===== config.mk =====
export PLATFORM = sky130hd
export DESIGN_NAME = harmonic_mix_sequencer
export DESIGN_NICKNAME = d
export VERILOG_FILES = /design/src/rtl/harmonic_mix_sequencer.sv
export SDC_FILE = /design/constraint.sdc
export NUM_CORES = 1
export LEC_CHECK = 0
export BUFFER_PORTS_ARGS = -buffer_cell sky130_fd_sc_hd__buf_2
export CAP_MARGIN = 25
export CORE_ASPECT_RATIO = 1.4
export CORE_MARGIN = 4
export CORE_UTILIZATION = 47
export CTS_CLUSTER_SIZE = 16
export DETAILED_ROUTE_END_ITERATION = 16
export GPL_TIMING_DRIVEN = 0
export PLACE_DENSITY_LB_ADDON = 0.1
export REMOVE_ABC_BUFFERS = 1
export SLEW_MARGIN = 20
export SYNTH_ARGS = -nofsm -noshare
export SYNTH_HDL_FRONTEND = slang
export SYNTH_SLANG_ARGS = --single-unit

===== constraint.sdc =====
create_clock -name i_Clock -period 4.6 [get_ports i_Clock]
set_input_delay 0.69 -clock i_Clock [delete_from_list [all_inputs] [get_ports i_Clock]]
set_output_delay 0.69 -clock i_Clock [all_outputs]
set_load 0.02 [all_outputs]

===== src/rtl/harmonic_mix_sequencer.sv =====
// Frame sequencer for the scaled-sample adder: clears it, feeds one sample and decaying
// multiple per harmonic, then shifts and saturates the accumulated total into a 16-bit mix.
module harmonic_mix_sequencer #(
  parameter  int DIVISOR_BITS  = 7,
  parameter  int MAX_HARMONICS = 64,
  parameter  int ADDER_LATENCY = 2,
  parameter  int OUT_SHIFT     = 0,
  localparam int HB            = $clog2(MAX_HARMONICS)
) (
  input  logic                           i_Clock,
  input  logic                           i_Reset_n,
  input  logic                           i_Sample_Tick,
  input  logic        [HB:0]             i_Harmonic_Count,
  input  logic        [DIVISOR_BITS-2:0] i_Decay,
  output logic        [HB-1:0]           o_Harmonic,
  output logic                           o_Sample_Req,
  input  logic                           i_Sample_Valid,
  input  logic signed [15:0]             i_Sample,
  output logic                           o_Clear_Accumulator,
  output logic                           o_Start,
  output logic signed [DIVISOR_BITS-1:0] o_Multiple,
  output logic signed [15:0]             o_Sample,
  input  logic                           i_Done,
  input  logic signed [31:0]             i_Accumulator,
  output logic signed [15:0]             o_Mix,
  output logic                           o_Mix_Valid,
  output logic                           o_Busy,
  output logic                           o_Overrun
);

  localparam int MW = DIVISOR_BITS - 1;
  localparam int PW = 2 * MW;
  localparam int WW = (ADDER_LATENCY < 1) ? 1 : $clog2(ADDER_LATENCY + 1);
  localparam logic [MW-1:0] MULT_MAX = '1;
  localparam logic [WW-1:0] LAT_W    = WW'(ADDER_LATENCY);

  typedef enum logic [2:0] {
    S_IDLE, S_CLEAR, S_REQ, S_START, S_WAIT_ADD, S_DRAIN, S_OUTPUT
  } state_t;

  state_t                   state_q;
  logic        [HB:0]       count_q;
  logic        [MW-1:0]     decay_q;
  logic        [MW-1:0]     mult_q;
  logic        [HB-1:0]     harm_q;
  logic        [WW-1:0]     wait_q;
  logic signed [MW:0]       mult_out_q;
  logic signed [15:0]       sample_q;
  logic signed [15:0]       mix_q;
  logic                     req_q, clear_q, start_q, mix_vld_q, busy_q, overrun_q;

  logic        [MW-1:0]     next_mult_d;
  logic                     last_d;
  logic signed [31:0]       shifted_d;

  function automatic logic [HB:0] clamp_count(input logic [HB:0] c);
    if (c == '0) return (HB+1)'(1);
    if (c > (HB+1)'(MAX_HARMONICS)) return (HB+1)'(MAX_HARMONICS);
    return c;
  endfunction

  function automatic logic signed [15:0] sat16(input logic signed [31:0] v);
    if (v > 32'sd32767) return 16'sh7FFF;
    if (v < -32'sd32768) return 16'sh8000;
    return v[15:0];
  endfunction

  // Multiple is always positive, so it is carried as a magnitude; the product is truncated.
  always_comb begin
    next_mult_d = MW'((PW'(mult_q) * PW'(decay_q)) >> MW);
    last_d      = (({1'b0, harm_q} + (HB+1)'(1)) == count_q);
    shifted_d   = i_Accumulator >>> OUT_SHIFT;
  end

  always_ff @(posedge i_Clock) begin
    if (!i_Reset_n) begin
      state_q    <= S_IDLE;
      harm_q     <= '0;
      wait_q     <= '0;
      mult_out_q <= '0;
      sample_q   <= '0;
      mix_q      <= '0;
      req_q      <= 1'b0;
      clear_q    <= 1'b0;
      start_q    <= 1'b0;
      mix_vld_q  <= 1'b0;
      busy_q     <= 1'b0;
      overrun_q  <= 1'b0;
    end else begin
      clear_q   <= 1'b0;
      start_q   <= 1'b0;
      mix_vld_q <= 1'b0;
      // busy_q still covers the o_Mix_Valid cycle, so a tick there is an overrun
      overrun_q <= i_Sample_Tick && busy_q;
      if (mix_vld_q) busy_q <= 1'b0;
      case (state_q)
        S_IDLE: begin
          if (i_Sample_Tick && !busy_q) begin
            count_q <= clamp_count(i_Harmonic_Count);
            decay_q <= i_Decay;
            harm_q  <= '0;
            mult_q  <= MULT_MAX;
            clear_q <= 1'b1;
            busy_q  <= 1'b1;
            state_q <= S_CLEAR;
          end
        end
        S_CLEAR: begin
          req_q   <= 1'b1;
          state_q <= S_REQ;
        end
        S_REQ: begin
          if (i_Sample_Valid) begin
            sample_q   <= i_Sample;
            mult_out_q <= signed'({1'b0, mult_q});
            req_q      <= 1'b0;
            start_q    <= 1'b1;
            state_q    <= S_START;
          end
        end
        S_START: begin
          wait_q  <= WW'(1);
          state_q <= S_WAIT_ADD;
        end
        S_WAIT_ADD: begin
          if (wait_q >= LAT_W && i_Done) begin
            if (last_d || next_mult_d == '0) begin
              state_q <= S_DRAIN;
            end else begin
              harm_q  <= harm_q + HB'(1);
              mult_q  <= next_mult_d;
              req_q   <= 1'b1;
              state_q <= S_REQ;
            end
          end else if (wait_q < LAT_W) begin
            wait_q <= wait_q + WW'(1);
          end
        end
        S_DRAIN: state_q <= S_OUTPUT;
        S_OUTPUT: begin
          mix_q     <= sat16(shifted_d);
          mix_vld_q <= 1'b1;
          state_q   <= S_IDLE;
        end
        default: state_q <= S_IDLE;
      endcase
    end
  end

  assign o_Harmonic          = harm_q;
  assign o_Sample_Req        = req_q;
  assign o_Clear_Accumulator = clear_q;
  assign o_Start             = start_q;
  assign o_Multiple          = mult_out_q;
  assign o_Sample            = sample_q;
  assign o_Mix               = mix_q;
  assign o_Mix_Valid         = mix_vld_q;
  assign o_Busy              = busy_q;
  assign o_Overrun           = overrun_q;

endmodule


======== Word-level counts from Yosys, hierarchy flattened ========
Cells that the tools add are included.
word-level totals
  input bits .............................. 66
  memories ................................ 0
  latch bits .............................. 0
  bits in read-only memories .............. 0
  bits in registers ....................... 74
  output and inout port bits .............. 51
  bits in writable memories ............... 0
  logic and storage cells ................. 107
cells by class
  shifts and indexed selects .............. 0
  bitwise logic cells ..................... 0
  $add $sub $neg .......................... 3
  reduce and logical (&&, ||, !) cells .... 20
  multiplexer cells ....................... 50
  order comparisons ....................... 5
  div/mod/pow operators ................... 0
  equality and inequality tests ........... 13
  $mul .................................... 1
operators with widths
  cell                  number
  $mux 16               4
  $mux 6                6
  $gt 32x16->1 const B  1
  $lt 32x16->1 const B  1
  $mux 7                4
  $mux 1                25
  $pmux 6 s2            2
  $pmux 3 s6            1
  $mul 6x6->12          1
  $mux 3                4
  $ne 2x2->1 const B    6
  $eq 3x3->1 const B    3
  $reduce_and 3->1      3
  $reduce_and 4->1      2
  $add 6x1->7 const B   1
  $eq 7x7->1            1
  $gt 7x7->1 const B    1
  $logic_not 7->1       1
  $add 6x1->6 const B   1
  $eq 3x2->1 const B    2
  $logic_not 6->1       1
  $reduce_and 2->1      3
  $reduce_and 5->1      1
  $mux 2                2
  12 further kinds      15

======== Longest topological paths before layout ========
  depth after elaboration ................. 11
  gate-level depth with buffers ........... 15
  gate-level depth less buffers ........... 15

======== Least setup slack after synthesis ========
Ideal clock, no wire load.
  kind .................................... reg-to-reg
  from .................................... register mult_q[1]
  to ...................................... register mult_q[0] (enable)
  clock period less this slack ............ 4.410 ns
  setup time .............................. 0.377 ns
  cell stages (with the launch flop) ...... 14
  path buffers ............................ 0
  path slack .............................. 0.190 ns
  data required time ...................... 4.223 ns
  arrival time ............................ 4.033 ns
  cells stage by stage .................... edfxtp_1 -> and2_2 -> fa_1 -> fa_1 -> inv_1 -> fa_1 -> inv_1 -> ha_1 -> nand2_1 -> a21bo_2 -> o21ba_4 -> o2111ai_4 -> a311oi_2 -> nor3_1
between the ends
  cells in the longest elaborated chain, start to end .. 5
ends and longest elaborated chain
  what                               RTL line  text
  start, declared                    44        logic [MW-1:0] mult_q;
  start signal, assigned             131       mult_q <= next_mult_d;
  $mul 6x6->12                       70        next_mult_d = MW'((PW'(mult_q) * PW'(decay_q)) >> MW);
  $logic_not 6->1                    127       if (last_d || next_mult_d == '0) begin
  $logic_or 1x1->1                   127
  $ne 2x2->1 (no source line)        --
  $reduce_and 5->1 (no source line)  --
Every way passes these cells.
A chain may end at the register's enable or synchronous reset.

======== Worst setup path in the final report ========
  from .................................... register decay_q[5]
  to ...................................... register mult_q[1] (enable)
between the ends
  cells in the longest elaborated chain, start to end .. 5
ends and longest elaborated chain
  what                               RTL line  text
  start, declared                    43        logic [MW-1:0] decay_q;
  start signal, assigned             100       decay_q <= i_Decay;
  $mul 6x6->12                       70
  $logic_not 6->1                    127
  $logic_or 1x1->1                   127
  $ne 2x2->1 (no source line)        --
  $reduce_and 5->1 (no source line)  --
Every way passes these cells.

==> run_results.csv <==
group,metric,value,unit
drt,viasPerCell,5.31,
finish,fill_cells,796,
synth,ys_seq_area_share,40.4,%
floorplanning,die_h,119,um
floorplanning,core.rowCount,40,
synth,yosysWarningCount,0,
setup_path,worst_path_max_delay_cell,"fa_1",
synth,syn-mean-instance-area,9.03,sq um
synth,ys_ff_latch,74,
setup_path,path_common_cell,"fa_1",
sta,fmax,226,MHz
setup_path,r2r-start,"decay_q[5]",
place,placed_area,0.00479,sq mm
sta,period_minus_slack,4420,ps
setup_path,crit_required,4650,ps
setup_path,reg2regPathDepth,14,
finish,nets,670,
hold_path,hp-class,"flop to flop",
setup_path,crit_path_cell_trace,"and2_2, fa_1, fa_1, inv_1, fa_1, inv_1, ha_1, nand2_1, a21bo_2, o21ba_4, o211ai_2, a311oi_4, nor3_4, buf_12",
sta,relSlewSlack,32.1,%
sta,worstMarginPinSlew,1020,ps
clocking,clkTransAtPathRegs,60,ps
sta,fin_setup_tns,0,ps
clocking,cts_buffer_depth,2,
synth,syn_inst,458,
finish,finalNonFillerCells,678,
setup_path,crit_arrival,4470,ps
sta,skew,6.57,ps
power,power_leakage,2.20,nW
finish,multi_input_area,0.00234,sq mm
clocking,clk_latency,340,ps
clocking,h-tree-depth,3,
finish,diodes,0,
clocking,numClockSinks,74,
clocking,ctsHoldBuffers,0,
place,hpwl,7380,um
finish,drive_gt1_share,27.9,%
finish,fin_util,60.2,%
setup_path,cp.buffers_inverters,3,
run,drv_cap,0,
drt,postRouteAntennaNets,0,
setup_path,rrSetupSlack,180,ps
drt,drc,0,
global_routing,grt_pass1_vias,3582,
finish,fin_area,0.00518,sq mm
floorplanning,die_width,87.3,um
global_routing,grt_max_degree,46,
drt,dr.first_iter.drc_count,107,
power,ir_drop,0.521,mV
sta,fin_ws,185,ps
setup_path,cp_max_fo,6,
floorplanning,core-area,0.00861,sq mm
clocking,numCtsBuffers,9,
global_routing,grt_use_total,19.3,%
sta,slew_viol_final,0,
place,gp_congestion,0.800,
setup_path,critPathLaunchType,"flop",
sta,hold_viol,0,
power,p_per_area,590,mW/mm^2
hold_path,min_from,"o_Mix[7]",
setup_path,path_delay_family,"adder cells",
hold_path,holdPathEnd,"o_Mix[7]",
global_routing,grt_remaining_overflow,0,
synth,ys_types,63,
sta,rsz0062_at_grt,"no",
sta,final.period_utilization,96.0,%
power,total_power,3.06,mW
drt,drt-pass1-iter-count,4,
global_routing,antenna_found_initial,0,
place,place_inst,660,
setup_path,critical_path_class,"flop to flop",
setup_path,critPathCaptureType,"flop",
drt,wire_per_inst,14.3,um
setup_path,r2r_end,"mult_q[1]",
floorplanning,start_util,48.0,%
finish,synthToLayoutAreaGrowth,25.3,%
synth,synth_edf_count,19,
sta,setup_viol,0,
synth,netlist_area,0.00413,sq mm
setup_path,critPathMaxStageDelay,540,ps
clocking,cts-root-buf,"clkbuf_16",
place,io_buffer_count,115,
finish,register_area,0.00167,sq mm
synth,synth-async-reset-ratio,0,%
floorplanning,pin_count,117,
hold_path,hold_depth,2,
synth,synth-main-ff-cell,"dfxtp_1",
floorplanning,die_area,0.0104,sq mm
clocking,cts_tree,"built",
global_routing,grt_pass1_wl,16200,um
run_status,outcome,"finished clean",
sta,hold_ws,444,ps
place,pre_cts_ws,-379,ps
drt,wirelength,9730,um
drt,via_count,3598,
[worst max path at each step]
| stage | from | end | slack (ps) | cells past startpoint |
|---|---|---|---|---|
| 2_1_floorplan | mult_q[1] | mult_q[0] | 190 | 13 |
| 3_3_place_gp | mult_q[1] | mult_q[1] | -310 | 13 |
| 3_5_place_dp | mult_q[1] | mult_q[1] | -380 | 13 |
| 4_1_cts | mult_q[1] | mult_q[3] | 60 | 13 |
| 5_1_grt | decay_q[5] | mult_q[3] | 5 | 14 |
| 6_report | decay_q[5] | mult_q[1] | 180 | 14 |
[report_power, final]
group          switching [mW]  internal [mW]  total (mW)  leakage, nW
Sequential             0.0808          0.755       0.835        0.603
Clock                   0.274          0.485       0.759        0.163
Combinational           0.849          0.614        1.46         1.43
Total                    1.20           1.85        3.06         2.20
[layout make-up]
class                           instances  share of cell area (%)
Clock buffer                           11                    5.31
Clock inverter                          4                   0.990
Inverter                               20                    1.45
Multi-Input combinational cell        344                    45.1
Sequential cell                        74                    32.3
Tap cell                              105                    2.54
Timing Repair Buffer                  120                    12.3
[sequential cells by signal, summed over array words and instances (netlist names)]
| signal | cells |
|---|---|
| o_Sample | 16 |
| o_Harmonic | 6 |
| o_Clear_Accumulator | 1 |
| o_Multiple | 6 |
| decay_q | 6 |
| o_Mix | 16 |
| o_Sample_Req | 1 |
| state_q | 3 |
| wait_q | 2 |
| o_Busy | 1 |
| o_Mix_Valid | 1 |
| o_Overrun | 1 |
| count_q | 7 |
| mult_q | 6 |
| o_Start | 1 |
[worst register-to-register path, stage by stage, from the launching register on]
cell and delay [ps]:
edfxtp_1 470, and2_2 250, fa_1 510, fa_1 540, inv_1 60, fa_1 530, inv_1 40, ha_1 370
nand2_1 110, a21bo_2 240, o21ba_4 220, o211ai_2 220, a311oi_4 180, nor3_4 250, buf_12 140
[cells by family (layout without fill, tap and decap cells)]
| group | after synthesis | in the layout | synth area share, % |
|---|---|---|---|
| XOR/XNOR | 14 | 14 | 3.33 |
| buffers and inverters | 40 | 155 | 3.87 |
| flip-flops | 74 | 74 | 40.4 |
| AO/OA/AOI/OAI | 109 | 109 | 16.8 |
| AND/OR/NAND/NOR | 182 | 182 | 21.3 |
| multiplexers | 3 | 3 | 0.726 |
| adder cells (fa/ha/maj) | 35 | 35 | 13.5 |
| other | 1 | 1 | 0.0907 |
[layer usage]
layer  track usage (%)  part of all wire (%)
met4              6.81                   1.6
met5                 0                     0
met3              5.40                   4.6
met1              20.6                    39
met2              35.1                    55
[placed cells by master (no fill, tap or decap), types with 8 or more instances in the layout]
master / n
clkbuf_16: 11
o21ai_0: 26
ha_1: 19
nor2_1: 20
nand2_1: 85
nor3_1: 11
edfxtp_1: 19
nand4_1: 8
dfxtp_1: 55
a21oi_1: 52
fa_1: 16
inv_1: 18
and2_1: 21
buf_2: 115
[Yosys cell counts, drive strengths merged (3+ instances only)]
master / count / area, sq um
ha: 19 / 238
and2: 26 / 168
o22ai: 3 / 18.8
edfxtp: 19 / 571
buf: 4 / 23.8
dfxtp: 55 / 1100
nor2: 21 / 81.3
xnor2: 6 / 52.6
a211oi: 3 / 22.5
mux2i: 3 / 30.0
clkbuf: 16 / 61.3
nand4: 9 / 62.6
nor4: 4 / 25.0
nor2b: 6 / 37.5
nor3: 14 / 75.1
nand3: 7 / 45.0
inv: 20 / 75.1
fa: 16 / 320
xor2: 7 / 61.3
a21oi: 52 / 260
o21ai: 28 / 144
or3: 3 / 18.8
nand2: 85 / 319
[repair_timing]
action,CTS,global route
endpoints found under the setup margin,6,8
pin swaps,0,1
gates cloned,0,0
setup buffers,0,3
resized for setup,2,1
Note: power is estimated with default switching activity, not from simulation.
